--- src/rtl/wb_sel_stage_pkg.sv ---
// Shared types for the writeback select stage: FSM states, load size codes
// and the load-control capture record held while a memory result is late.
package wb_sel_stage_pkg;

  localparam int unsigned RF_ADDR_W = 5;
  localparam logic [RF_ADDR_W-1:0] ZERO_REG = 5'd0;

  typedef enum logic {
    WB_IDLE     = 1'b0,
    WB_WAIT_MEM = 1'b1
  } wb_state_e;

  typedef enum logic [1:0] {
    LS_BYTE = 2'd0,
    LS_HALF = 2'd1,
    LS_WORD = 2'd2,
    LS_RSVD = 2'd3
  } ls_e;

  typedef struct packed {
    logic [RF_ADDR_W-1:0] rd_addr;
    logic                 rd_we;
    ls_e                  load_size;
    logic                 load_unsigned;
    logic [1:0]           load_off;
  } wb_cap_t;

endpackage

--- src/rtl/wb_sel_stage_load_ext.sv ---
// Load data extractor: picks byte/half/word from the low 32 bits of the
// memory channel by address offset and sign- or zero-extends to DATA_W.
module wb_sel_stage_load_ext
  import wb_sel_stage_pkg::*;
#(
  parameter int unsigned DATA_W = 32
) (
  input  ls_e               size,
  input  logic              is_unsigned,
  input  logic [1:0]        off,
  input  logic [31:0]       data,
  output logic [DATA_W-1:0] ext_c
);

  logic [7:0]  byte_v;
  logic [15:0] half_v;

  always_comb begin
    byte_v = data[7:0];
    case (off)
      2'd0:    byte_v = data[7:0];
      2'd1:    byte_v = data[15:8];
      2'd2:    byte_v = data[23:16];
      default: byte_v = data[31:24];
    endcase
    // Offset bit 0 is ignored for halves; misalignment is not trapped here.
    half_v = off[1] ? data[31:16] : data[15:0];

    ext_c = DATA_W'(data);
    case (size)
      LS_BYTE: ext_c = is_unsigned ? DATA_W'(byte_v) : DATA_W'($signed(byte_v));
      LS_HALF: ext_c = is_unsigned ? DATA_W'(half_v) : DATA_W'($signed(half_v));
      default: ext_c = is_unsigned ? DATA_W'(data)   : DATA_W'($signed(data));
    endcase
  end

endmodule

--- src/rtl/wb_sel_stage.sv ---
// Registered writeback stage: selects a result channel, extends load data,
// stalls while a load/IO result is late and aborts via a sticky watchdog.
module wb_sel_stage
  import wb_sel_stage_pkg::*;
#(
  parameter int unsigned NUM_SRC     = 4,
  parameter int unsigned DATA_W      = 32,
  parameter int unsigned MEM_IDX     = 3,
  parameter int unsigned TIMEOUT_CYC = 16,
  localparam int unsigned SEL_W      = $clog2(NUM_SRC)
) (
  input  logic                      clk_i,
  input  logic                      rst_n_i,
  input  logic                      in_valid_i,
  output logic                      in_ready_o,
  input  logic [SEL_W-1:0]          sel_i,
  input  logic [NUM_SRC*DATA_W-1:0] src_dat_i,
  input  logic [RF_ADDR_W-1:0]      rd_addr_i,
  input  logic                      rd_we_i,
  input  logic [1:0]                load_size_i,
  input  logic                      load_unsigned_i,
  input  logic [1:0]                load_off_i,
  input  logic                      mem_valid_i,
  output logic                      rf_we_o,
  output logic [RF_ADDR_W-1:0]      rf_waddr_o,
  output logic [DATA_W-1:0]         rf_wdata_o,
  output logic                      busy_o,
  output logic                      timeout_o
);

  localparam int unsigned CNT_W = $clog2(TIMEOUT_CYC);

  wb_state_e         state_q, state_d;
  logic [CNT_W-1:0]  cnt_q, cnt_d;
  wb_cap_t           cap_q, cap_d, live_cap, ext_ctrl;
  logic              timeout_d;
  logic              wr_fire, wr_we;
  logic [RF_ADDR_W-1:0] wr_addr;
  logic [DATA_W-1:0] wr_data, chan_sel, mem_ext;
  int unsigned       sel_lin;
  logic              sel_mem;

  assign in_ready_o = (state_q == WB_IDLE);
  assign busy_o     = (state_q == WB_WAIT_MEM);

  // Out-of-range selects fall back to channel 0.
  assign sel_lin  = (32'(sel_i) < NUM_SRC) ? 32'(sel_i) : 32'd0;
  assign sel_mem  = (sel_lin == MEM_IDX);
  assign chan_sel = src_dat_i[sel_lin*DATA_W +: DATA_W];

  assign live_cap = '{rd_addr:       rd_addr_i,
                      rd_we:         rd_we_i,
                      load_size:     ls_e'(load_size_i),
                      load_unsigned: load_unsigned_i,
                      load_off:      load_off_i};
  assign ext_ctrl = (state_q == WB_WAIT_MEM) ? cap_q : live_cap;

  wb_sel_stage_load_ext #(.DATA_W(DATA_W)) u_load_ext (
    .size        (ext_ctrl.load_size),
    .is_unsigned (ext_ctrl.load_unsigned),
    .off         (ext_ctrl.load_off),
    .data        (src_dat_i[MEM_IDX*DATA_W +: 32]),
    .ext_c       (mem_ext)
  );

  always_comb begin
    state_d   = state_q;
    cnt_d     = cnt_q;
    cap_d     = cap_q;
    timeout_d = timeout_o;
    wr_fire   = 1'b0;
    wr_we     = 1'b0;
    wr_addr   = rd_addr_i;
    wr_data   = chan_sel;
    case (state_q)
      WB_IDLE: begin
        if (in_valid_i) begin
          if (sel_mem && !mem_valid_i) begin
            state_d = WB_WAIT_MEM;
            cnt_d   = '0;
            cap_d   = live_cap;
          end else begin
            wr_fire = 1'b1;
            wr_we   = rd_we_i;
            wr_addr = rd_addr_i;
            wr_data = sel_mem ? mem_ext : chan_sel;
          end
        end
      end
      WB_WAIT_MEM: begin
        // A response on the final watchdog cycle still completes the write.
        if (mem_valid_i) begin
          wr_fire = 1'b1;
          wr_we   = cap_q.rd_we;
          wr_addr = cap_q.rd_addr;
          wr_data = mem_ext;
          state_d = WB_IDLE;
        end else if (cnt_q == CNT_W'(TIMEOUT_CYC - 1)) begin
          timeout_d = 1'b1;
          state_d   = WB_IDLE;
        end else begin
          cnt_d = cnt_q + CNT_W'(1);
        end
      end
      default: state_d = WB_IDLE;
    endcase
  end

  always_ff @(posedge clk_i or negedge rst_n_i) begin
    if (!rst_n_i) begin
      state_q    <= WB_IDLE;
      cnt_q      <= '0;
      cap_q      <= '0;
      timeout_o  <= 1'b0;
      rf_we_o    <= 1'b0;
      rf_waddr_o <= '0;
      rf_wdata_o <= '0;
    end else begin
      state_q   <= state_d;
      cnt_q     <= cnt_d;
      cap_q     <= cap_d;
      timeout_o <= timeout_d;
      rf_we_o   <= wr_fire && wr_we && (wr_addr != ZERO_REG);
      if (wr_fire) begin
        rf_waddr_o <= wr_addr;
        rf_wdata_o <= wr_data;
      end
    end
  end

endmodule
--- config.mk ---
export PLATFORM = sky130hd
export DESIGN_NAME = wb_sel_stage
export DESIGN_NICKNAME = d
export VERILOG_FILES = /design/src/rtl/wb_sel_stage_pkg.sv /design/src/rtl/wb_sel_stage_load_ext.sv /design/src/rtl/wb_sel_stage.sv
export SDC_FILE = /design/constraint.sdc
export NUM_CORES = 1
export LEC_CHECK = 0
export CAP_MARGIN = 15
export CORE_MARGIN = 2
export CORE_UTILIZATION = 41
export CTS_CLUSTER_SIZE = 8
export DETAILED_ROUTE_END_ITERATION = 16
export GPL_TIMING_DRIVEN = 0
export HOLD_SLACK_MARGIN = 0.1
export PLACE_DENSITY = 0.89
export SLEW_MARGIN = 20
export SYNTH_ARGS = -nofsm -noshare
export SYNTH_HDL_FRONTEND = slang
export SYNTH_SLANG_ARGS = --single-unit
--- constraint.sdc ---
create_clock -name clk_i -period 2.1 [get_ports clk_i]
set_clock_uncertainty 0.1 [all_clocks]
set_input_delay 0.42 -clock clk_i [delete_from_list [all_inputs] [get_ports clk_i]]
set_output_delay 0.42 -clock clk_i [all_outputs]
set_load 0.02 [all_outputs]
==> metrics.md <==
| Metric | Value |
|---|---|
| Worst slew pin tran | 0.7146 ns |
| Routed WL per cell | 19.84 um |
| Post-Synth Simple-Gate Area | 0.1227 |
| Setup ws final | 0.05160 ns |
| Synth Area in Adders | 0.003317 |
| DR WL met2 | 7.020 mm |
| Slowest Stage Delay on Critical Path | 0.46 ns |
| Fill cells | 691 |
| Post-synthesis async set-or-reset flop share | 1.000 |
| Area of the die | 9984 sq um |
| Clock Sinks | 55 |
| Initial antenna violation count | 0 |
| Register bit total from synthesis | 55 |
| Routed length on met1 | 5.485 mm |
| Worst Hold Path Cells | 1 |
| First-pass GRT wire length | 22.21 mm |
| Largest family of logic cells by synthesized area | compound AO/OA/AOI/OAI gates |
| RePlAce Congestion | 0.8932 |
| Register area | 1378 sq um |
| Post-synth EDFFs | 0 |
| Register area share after synthesis | 0.3648 |
| Area grow syn2layout | 59.54% |
| Ant. Diodes | 0 |
| Num CTS Buffers | 5 |
| WP buf/inv | 2 |
| GRT Residual Overflow | 0 |
| DR WL met3 | 1.297 mm |
| Max Used Layer | met4 |
| Placement Setup Slack | -0.6141 ns |
| Critical Path End Type | register |
| Drt total wl | 14.29 mm |
| Vias per cell | 5.976 |
| Remaining DRCs | 0 |
| Crit path launch type | input pin |
| Row count | 35 |
| Commonest non-fill, non-tap cell in the layout | clkdlybuf4s50_1 |
| Initial Util | 0.4161 |
| Status | completed |
| NumNets Final | 754 |
| Main synth FF type | dfrtp_1 |
| Critical-path maximum fanout | 10 |
| H-tree levels | 2 |
| Critical Path RT | 2.21 ns |
| Hold Violations, Final | 0 |
| Synth Area in Compound Gates | 0.2557 |
| Root Buffer Master | clkbuf_8 |
| Ys Warns | 0 |
| Library cells used by synthesis | 48 |
| Syn Area/Cell | 9.156 sq um |
| Worst Min Path Start | timeout_o |
| Clock Path Buffers | 2 |
| RSZ-0062 raised after global routing | true |
| Final Cycle Share | 0.9754 |
| Final ANT Viol Nets | 0 |
| CP startpoint | load_off_i[1] |
| Setup violators final | 0 |
| Max rail drop VDD | 0.3479 mV |
| CORE AREA | 9065 sq um |
| Max_slew headroom | 0.5236 |
| Largest net degree at the start of global routing | 56 |
| FMAX | 0.4882 GHz |
| R2R Setup Slk | 0.07 ns |
| Power per cell area | 606.9 nW/um^2 |
| PortBufs | 184 |
| Net Count, Synth | 558 |
| Kind of critical path | in -> reg |
| Xor/xnor cell area share of the yosys netlist | 0.004643 |
| Cells after Synth | 412 |
| Post-route core utilization | 0.6639 |
| Tmin final | 2.048 ns |
| Static leakage | 2.455 nW |
| CP Data Arrival Time | 2.16 ns |
| Hold endpoint | timeout_o |
| Die H | 99.92 um |
| Post-Syn Area | 3772 sq um |
| CTS tree | built |
| Clk slew on worst S/H paths | 0.11 ns |
| Worst Hold Class | reg -> reg |
| Number of global-route vias before repair | 4404 |
| Slew Viols, Final | 0 |
| Multiplexer share of the synthesized area | 0.1993 |
| Most frequent cells in the layout | 179 x clkdlybuf4s50_1, 54 x dfrtp_1, 48 x nand2_1 |
| Multi-input gate area | 2261 sq um |
| Drt pass-1 iters | 5 |
| Total GRT Usage | 0.2815 |
| DR iter-0 viols | 291 |
| Die span in x | 99.92 um |
| CP max-delay cell | clkdlybuf4s50_1 |
| R2R cell count | 6 |
| FF-to-FF Start | busy_o |
| Share of cells above drive strength 1 | 0.1461 |
| Via count | 4303 |
| Num ports | 186 |
| Crit-path leading delay family | buffers and inverters |
| Max Cap Viol | 0 |
| Critical Path, Cell by Cell | clkdlybuf4s50_1 > mux2i_4 > mux2i_1 > nor2_1 > o22ai_4 > buf_6 > a21oi_1 |
| Worst r2r dst | rf_wdata_o[4] |
| Worst skew pair latency | 0.31 ns |
| HPWL after DPL | 11.11 mm |
## cells by family after synthesis
group / after synthesis
AND/OR/NAND/NOR: 98
XOR/XNOR: 2
buffers and inverters: 36
AO/OA/AOI/OAI: 153
multiplexers: 67
flip-flops: 55
adder cells (fa/ha/maj): 1
## layer usage
metal,vias up,GRT usage
met5,-,0
met4,0,0.1033
met3,46,0.05710
met2,250,0.4854
met1,2068,0.3498
li1,1939,-
## power by group
group | internal (W) | switching [W]
registers | 0.00125 | 0.000143
logic | 0.000775 | 0.000723
clock network | 0.000393 | 0.000372
total | 0.00241 | 0.00124
## worst reg2reg max path, delay by kind of cell (launching register included)
family / cells / cell delay, ns
and+or+nand+nor: 2 / 0.69
AOI/OAI and AO/OA: 3 / 0.53
DFF: 1 / 0.46
buffers and inverters: 1 / 0.16
## synthesized netlist by cell type (6+ instances only)
library cell | instances | area share
dfrtp_1 | 55 | 0.36
nand2_1 | 48 | 0.048
o21ai_0 | 47 | 0.062
a21oi_1 | 37 | 0.049
mux2i_1 | 33 | 0.088
mux2_2 | 29 | 0.087
o22ai_1 | 21 | 0.035
nor2_1 | 19 | 0.019
clkbuf_1 | 17 | 0.017
a22oi_1 | 13 | 0.026
o221ai_1 | 9 | 0.021
buf_2 | 8 | 0.011
nand2b_1 | 7 | 0.012
nand3_1 | 6 | 0.0080
## timing repair
action / in CTS / in global routing
setup endpoints to repair: 37 / 42
hold buffers: 1 / 0
setup buffers: 2 / 2
gates resized for setup: 17 / 27
pin swaps: 1 / 2
hold endpoints to repair: 55 / 0
## area by class of cell
type / count / area share
well taps: 111 / 0.02308
inverters: 4 / 0.002495
flip-flops and latches: 55 / 0.2289
plain buffers: 32 / 0.03638
repair buffers: 189 / 0.3133
clock inverters: 2 / 0.006445
clock buffers: 6 / 0.01372
multi-input cells: 321 / 0.3757
## registers in the layout, summed over array words and instances (netlist names)
register    cells
cnt_q           4
rf_wdata_o     32
cap_q          11
rf_we_o         1
timeout_o       1
busy_o          1
rf_waddr_o      5
## per-stage QoR
stage	total power [W]	instances	TNS [ns]	hold slack (ns)	area [sq um]
after floorplan	0.002078	412	0	0.02441	3772
after global placement	0.002798	707	-78.85	0.3646	5753
after detailed placement	0.002845	707	-20.29	0.3750	5751
after CTS	0.003618	718	-0.0005991	0.3985	5938
after global routing	0.003802	720	-0.05180	0.4213	6018
final	0.003653	720	0	0.3896	6018
## how the worst max path moves through the flow
| stage | endpoint | slack, ns | cells after the start |
|---|---|---|---|
| 2_1_floorplan | rf_wdata_o[20] | 0.06 | 6 |
| 3_3_place_gp | rf_wdata_o[26] | -1.13 | 1 |
| 3_5_place_dp | cap_q[5] | -0.61 | 6 |
| 4_1_cts | cap_q[5] | -0.0006 | 6 |
| 5_1_grt | rf_wdata_o[7] | -0.02 | 6 |
| 6_report | rf_wdata_o[25] | 0.05 | 7 |
Power figures use the tool's default switching activity.
